<file path="config.mk">
export PLATFORM = sky130hd
export DESIGN_NAME = irq_controller
export DESIGN_NICKNAME = d
export VERILOG_FILES = /design/src/rtl/irq_controller.sv
export SDC_FILE = /design/constraint.sdc
export NUM_CORES = 1
export LEC_CHECK = 0
export BUFFER_PORTS_ARGS = -buffer_cell sky130_fd_sc_hd__buf_2
export CAP_MARGIN = 0
export CORE_AREA = 3 3 50 52
export DETAILED_ROUTE_END_ITERATION = 12
export DIE_AREA = 0 0 53 55
export GPL_TIMING_DRIVEN = 1
export PLACE_DENSITY = 0.79
export SYNTH_ARGS = -nofsm -noshare
export SYNTH_HDL_FRONTEND = slang
export SYNTH_SLANG_ARGS = --single-unit
</file>
<file path="constraint.sdc">
create_clock -name clk -period 3.8 [get_ports clk]
set_input_delay 0.19 -clock clk [delete_from_list [all_inputs] [get_ports clk]]
set_output_delay 0.19 -clock clk [all_outputs]
set_load 0.02 [all_outputs]
</file>
<file path="src/rtl/irq_controller.sv">
// irq_controller: CPU interrupt front end.
//   Synchronises raw interrupt lines and latches their rising edges as pending.
//   Applies a software mask and a fixed priority (highest index wins).
//   Presents one request, with its source id and entry vector, to the CPU.
//   Tracks in-service sources between acknowledge and exception return.
// Optional feature: define IRQ_NESTING_EN for nested (preemptive) service.
//   Without it, any in-service source blocks all new requests until eret.
// Ports:
//   clk, rst    clock and asynchronous active-high reset
//   irq_in      raw asynchronous interrupt lines (rising edge = request)
//   mask_we     mask register write strobe
//   mask_din    mask write data (1 = masked)
//   eret        exception return; pops the highest in-service source
//   irq_ack     CPU takes the presented interrupt
//   irq_req     request to the CPU
//   irq_id      index of the presented source
//   irq_vector  entry address of the presented source
//   pending     latched edges not yet serviced
//   in_service  sources currently being serviced
//   mask        current mask register
module irq_controller #(
  parameter int unsigned N_SRC       = 3,
  parameter int unsigned SYNC_STAGES = 2,
  parameter logic [31:0] VEC_BASE    = 32'h0000_0000,
  parameter logic [31:0] VEC_STRIDE  = 32'h0000_0020,
  localparam int unsigned ID_W       = (N_SRC > 1) ? $clog2(N_SRC) : 1
) (
  input  logic              clk,
  input  logic              rst,
  input  logic [N_SRC-1:0]  irq_in,
  input  logic              mask_we,
  input  logic [N_SRC-1:0]  mask_din,
  input  logic              eret,
  input  logic              irq_ack,
  output logic              irq_req,
  output logic [ID_W-1:0]   irq_id,
  output logic [31:0]       irq_vector,
  output logic [N_SRC-1:0]  pending,
  output logic [N_SRC-1:0]  in_service,
  output logic [N_SRC-1:0]  mask
);

  logic [N_SRC-1:0] sync_q [SYNC_STAGES];
  logic [N_SRC-1:0] hist_q;
  logic [N_SRC-1:0] pending_q;
  logic [N_SRC-1:0] in_service_q;
  logic [N_SRC-1:0] mask_q;

  logic [N_SRC-1:0] edge_det;
  logic [N_SRC-1:0] eligible;
  logic [ID_W-1:0]  win_id;
  logic             win_any;
  logic [ID_W-1:0]  srv_id;
  logic             srv_any;
  logic             block;
  logic             req_c;
  logic             ack_fire;
  logic [N_SRC-1:0] ack_set;
  logic [N_SRC-1:0] eret_clr;

  // Synchroniser chain plus one history flop for edge detection
  always_ff @(posedge clk or posedge rst) begin
    if (rst) begin
      for (int s = 0; s < int'(SYNC_STAGES); s++) sync_q[s] <= '0;
      hist_q <= '0;
    end else begin
      sync_q[0] <= irq_in;
      for (int s = 1; s < int'(SYNC_STAGES); s++) sync_q[s] <= sync_q[s-1];
      hist_q <= sync_q[SYNC_STAGES-1];
    end
  end

  assign edge_det = sync_q[SYNC_STAGES-1] & ~hist_q;

  // Priority pick: highest-index eligible source and highest in-service source
  always_comb begin
    eligible = pending_q & ~mask_q;
    win_id   = '0;
    win_any  = 1'b0;
    srv_id   = '0;
    srv_any  = 1'b0;
    for (int i = 0; i < int'(N_SRC); i++) begin
      if (eligible[i]) begin
        win_id  = ID_W'(i);
        win_any = 1'b1;
      end
      if (in_service_q[i]) begin
        srv_id  = ID_W'(i);
        srv_any = 1'b1;
      end
    end
  end

`ifdef IRQ_NESTING_EN
  // Only a strictly higher-priority source may preempt the current service
  assign block = srv_any && (win_id <= srv_id);
`else
  assign block = srv_any;
`endif

  assign req_c    = win_any & ~block;
  assign ack_fire = irq_ack & req_c;
  assign ack_set  = ack_fire ? (N_SRC'(1) << win_id) : '0;
  assign eret_clr = (eret && srv_any) ? (N_SRC'(1) << srv_id) : '0;

  // Pending/in-service/mask update; a new edge wins over the ack clear
  always_ff @(posedge clk or posedge rst) begin
    if (rst) begin
      pending_q    <= '0;
      in_service_q <= '0;
      mask_q       <= '0;
    end else begin
      pending_q    <= (pending_q & ~ack_set) | edge_det;
      in_service_q <= (in_service_q & ~eret_clr) | ack_set;
      if (mask_we) mask_q <= mask_din;
    end
  end

  // Outputs decode registered state only; id/vector park at 0/VEC_BASE when idle
  assign irq_req    = req_c;
  assign irq_id     = req_c ? win_id : '0;
  assign irq_vector = VEC_BASE + 32'(irq_id) * VEC_STRIDE;
  assign pending    = pending_q;
  assign in_service = in_service_q;
  assign mask       = mask_q;

endmodule

</file>
; Yosys cells after proc, flatten, opt, wreduce, memory -nomap -nowiden
; Cells that the tools add are included.
[word_totals]
inputBits = 11
register_bits = 18
[classes]
shift = 2
bitwise_logic = 13
reduce_logical = 1
mux = 13
[ops]
columns = op, count
row1 = 3-bit bitwise AND, 4
row2 = 3-bit NOT, 4
row3 = 1-bit two-way mux, 8
row4 = 2-bit two-way mux, 3
row5 = 3-bit two-way mux, 2
row6 = 3-bit OR, 2
row7 = "1-bit by 2-bit left shift with 3-bit output, first input constant", 2
row8 = 1-bit bitwise AND, 2
row9 = 1-bit logical AND, 1
row10 = 1-bit NOT, 1

; Depth between registers and ports, before layout
[depth]
ltp_word = 11
depth_mapped = 3

; Worst setup path before layout
; Ideal clock, no wire load.
[synth_path]
kind = reg2out
start = reg in_service_q[2], in the netlist in_service[2]
end = out irq_vector[5]
t_arrival_ps = 1520
path_stages_with_launch = 4
path_slack_ps = 2090
required_ps = 3610
n_path_buf = 1
cell_sequence = dfrtp_1 -> or3_4 -> nor4_4 -> buf_4
[synth_between]
elab_chain_cells = 4
[synth_lines]
columns = element, line
row1 = from (decl), 46  ; logic [N_SRC-1:0] in_service_q;
row2 = from (signal assigned), 114  ; in_service_q <= (in_service_q & ~eret_clr) | ack_set;
row3 = 1-bit two-way mux, 87  ; if (in_service_q[i]) begin
row4 = 1-bit NOT, 101  ; assign req_c = win_any & ~block;
row5 = 1-bit bitwise AND, 101
row6 = 2-bit two-way mux, 121  ; assign irq_id = req_c ? win_id : '0;
row7 = to (decl), 37  ; output logic [31:0] irq_vector,
; Every way passes these cells.

; Worst setup path after layout
[layout_path]
start = reg in_service_q[2], in the netlist in_service[2]
end = out irq_id[0]
[layout_between]
elab_chain_cells = 4
[layout_lines]
columns = element, line
row1 = 1-bit two-way mux, 87
row2 = 1-bit NOT, 101
row3 = 1-bit bitwise AND, 101
row4 = 2-bit two-way mux, 121
row5 = to (decl), 36  ; output logic [ID_W-1:0] irq_id,
; Every way passes these cells.

==> run_results.csv <==
group,metric,value,unit
outcome,status,"finished clean",
setup_path,critPathSlowestCell,"or3_4",
logic_synthesis,synth_edf_count,0,
logic_synthesis,netlist_top_cells_count,"32 x buf_4, 18 x dfrtp_1, 6 x inv_1, 4 x nand2b_1, 4 x o21ai_0",
die,rows,17,
layout,drive_gt1_share,31.3,%
placement,gp_congestion,0.690,
die,die-height,55,um
setup_path,critPathMaxStageDelay,0.43,ns
logic_synthesis,syn_area_per_cell,11.2,um2
sta,fin_skew,0.00114,ns
power,seqPwrFrac,37.9,%
grt,grt_pass1_vias,528,
clock_network,numCtsBuffers,3,
power,pwr_density_cell,652,nW/um2
setup_path,path_cells,"or3_4 > nor4_4 > buf_2",
layout,syn_to_final_growth,10.8,%
sta,slew_violations,0,
detailed_routing,routedWlPerCell,10.3,um
detailed_routing,antenna_left,0,
detailed_routing,drt_iter0_drc,1,
grt,antenna_found_initial,0,
grt,grt-ovfl-total,0,
sta,setup_tns,0,ns
power,switchingPower,0.276,mW
die,start_util,43.2,%
logic_synthesis,synth_area,928,um2
grt,grt_max_degree,19,
detailed_routing,finalWirelength,1440,um
clock_network,cts_root_buf,"clkbuf_4",
power,clkPwrFrac,16.7,%
sta,rsz0062_at_grt,"no",
logic_synthesis,synth_largest_type_area_fraction,48.5,%
detailed_routing,remaining_drc_errors,0,
setup_path,crit_type,"reg2out",
logic_synthesis,yosysTopAreaCell,"dfrtp_1",
logic_synthesis,synth_ff_type,"dfrtp_1",
power,intPower,0.395,mW
flow_run,maxCapViolations,0,
placement,port_buffers,24,
sta,final-setup-viol-count,0,
logic_synthesis,ys_warn_count,0,
setup_path,cp-end-kind,"primary output",
die,core_area,2150,um2
sta,hold_viol,0,
placement,hpwlAfterDp,1200,um
grt,grt_usage,11.0,%
hold_path,min_path_type,"in2reg",
layout,multi_input_area,324,um2
logic_synthesis,ys_async_sr_fraction,100,%
sta,worst_pin_slew,0.657,ns
sta,slew_headroom,56.1,%
logic_synthesis,synth.distinct_cells,21,
clock_network,worstSkewPairLatency,0.28,ns
clock_network,clk_pin_slew,0.09,ns
power,vdd_ir_drop_max,0.284,mV
die,die_area,2920,um2
clock_network,htreeDepth,1,
clock_network,clock_path_buffers,2,
logic_synthesis,syn_inst,83,
logic_synthesis,synthTopCellsByArea,"dfrtp_1 49%, buf_4 26%, mux2_2 3.6%",
setup_path,cp.arrival,1.60,ns
setup_path,crit_fanout,5,
logic_synthesis,ys_ff_latch,18,
setup_path,r2r-start,"in_service[2]$_DFF_PP0_",
sta,layout_worst_path_cycle_share,47.2,%
setup_path,startpoint_type,"flop",
sta,fmax,558,MHz
clock_network,tritoncts,"yes",
hold_path,hp-start,"eret",
die,die_w,53,um
logic_synthesis,yosysMostFrequentCell,"buf_4",
layout,fillers,210,
power,swShare,41.2,%
clock_network,cts_sinks,18,
power,pwr-share-comb,45.5,%
setup_path,cp_data_required_time,3.61,ns
sta,period_minus_slack,1.79,ns
layout,utilization,47.9,%
layout,final_nets,124,
power,p_leak,0.556,nW
detailed_routing,drtPass1Iterations,3,
layout,antenna_cells,0,
setup_path,cp-startpoint,"in_service[2]$_DFF_PP0_",
detailed_routing,dr_total_vias,570,
grt,grt_pass1_wl,2330,um
die,io_pins,55,
layout,ff_latch_area,450,um2
logic_synthesis,ys_seq_area_share,48.5,%
detailed_routing,vias_per_cell,4.07,
-- final timing paths --
kind                                           end  slack, ns  cells after the start
min                        in_service[2]$_DFF_PP0_       0.10                      2
max                                      irq_id[0]       2.01                      3
max reg2reg                   pending[0]$_DFF_PP0_       2.36                      3
min in group asynchronous      mask[0]$_DFFE_PP0P_       0.54                      3
max in group asynchronous  in_service[0]$_DFF_PP0_       2.84                      3
min reg2reg                    sync_q[2]$_DFF_PP0_       0.36                      0
-- cell usage in the layout (no fill, tap or decap), types with 2 or more instances in the layout --
cell,instances
buf_2,24
clkbuf_4,3
conb_1,30
dfrtp_1,18
dlygate4sd3_1,4
inv_1,6
mux2_2,3
nand2b_1,4
o21ai_0,4
o22ai_1,2
-- cells by family (layout without fill, tap and decap cells) --
kind of cell / after synthesis / after routing / share of synthesized area [%]
flip-flops: 18 / 18 / 48.5
AND/OR/NAND/NOR: 12 / 12 / 11.9
other: 1 / 30 / 0.404
buffers and inverters: 38 / 38 / 28.3
AO/OA/AOI/OAI: 11 / 11 / 7.28
multiplexers: 3 / 3 / 3.64
-- critical path: cells and delay by family (launching register included) --
kind          cells  cell delay [ns]
buf+inv           1             0.21
flops             1             0.42
simple gates      2             0.68
-- layout make-up --
type,instances,share of cell area [%]
clock buffers,4,3.53
inverters,6,2.19
multi-input cells,56,31.5
flip-flops and latches,18,43.8
well taps,28,3.41
repair buffers,28,15.6
-- flip-flops by register name (all words and copies together), names as in the netlist --
signal / cells
hist_q: 3
pending: 3
in_service: 3
mask: 3
sync_q: 6
-- stage by stage --
stage	instances	power [mW]	cell area [um2]	setup slack, ns	hold WS [ns]
3_3_place_gp	132	0.554	952	2.36	0.293
2_1_floorplan	112	0.512	1040	2.09	0.129
4_1_cts	140	0.682	1030	1.98	0.0913
5_1_grt	140	0.719	1030	1.91	0.0984
3_5_place_dp	132	0.564	952	2.30	0.299
6_report	140	0.671	1030	2.01	0.104
-- routing by layer --
metal | GRT usage, % | wire, um | part of all wire, % | up-vias
met1 | 12.4 | 545 | 38 | 261
met5 | 0 | 0 | 0 | -
li1 | - | - | - | 267
met3 | 1.61 | 174 | 12 | 0
met2 | 21.1 | 724 | 50 | 42
met4 | 3.83 | 0 | 0 | 0
-- power by group through the flow --
stage          clock network (mW)  logic (mW)  registers, mW
4_1_cts                     0.119       0.309          0.254
6_report                    0.112       0.305          0.254
5_1_grt                     0.124       0.331          0.264
2_1_floorplan                   0       0.222          0.290
3_3_place_gp                    0       0.299          0.255
3_5_place_dp                    0       0.305          0.259
-- timing repair --
item | CTS | global route
hold buffers | 4 | 0
setup buffers | 0 | 0
resized for setup | 0 | 0
endpoints found under the hold margin | 11 | 0
Power figures use the tool's default switching activity.
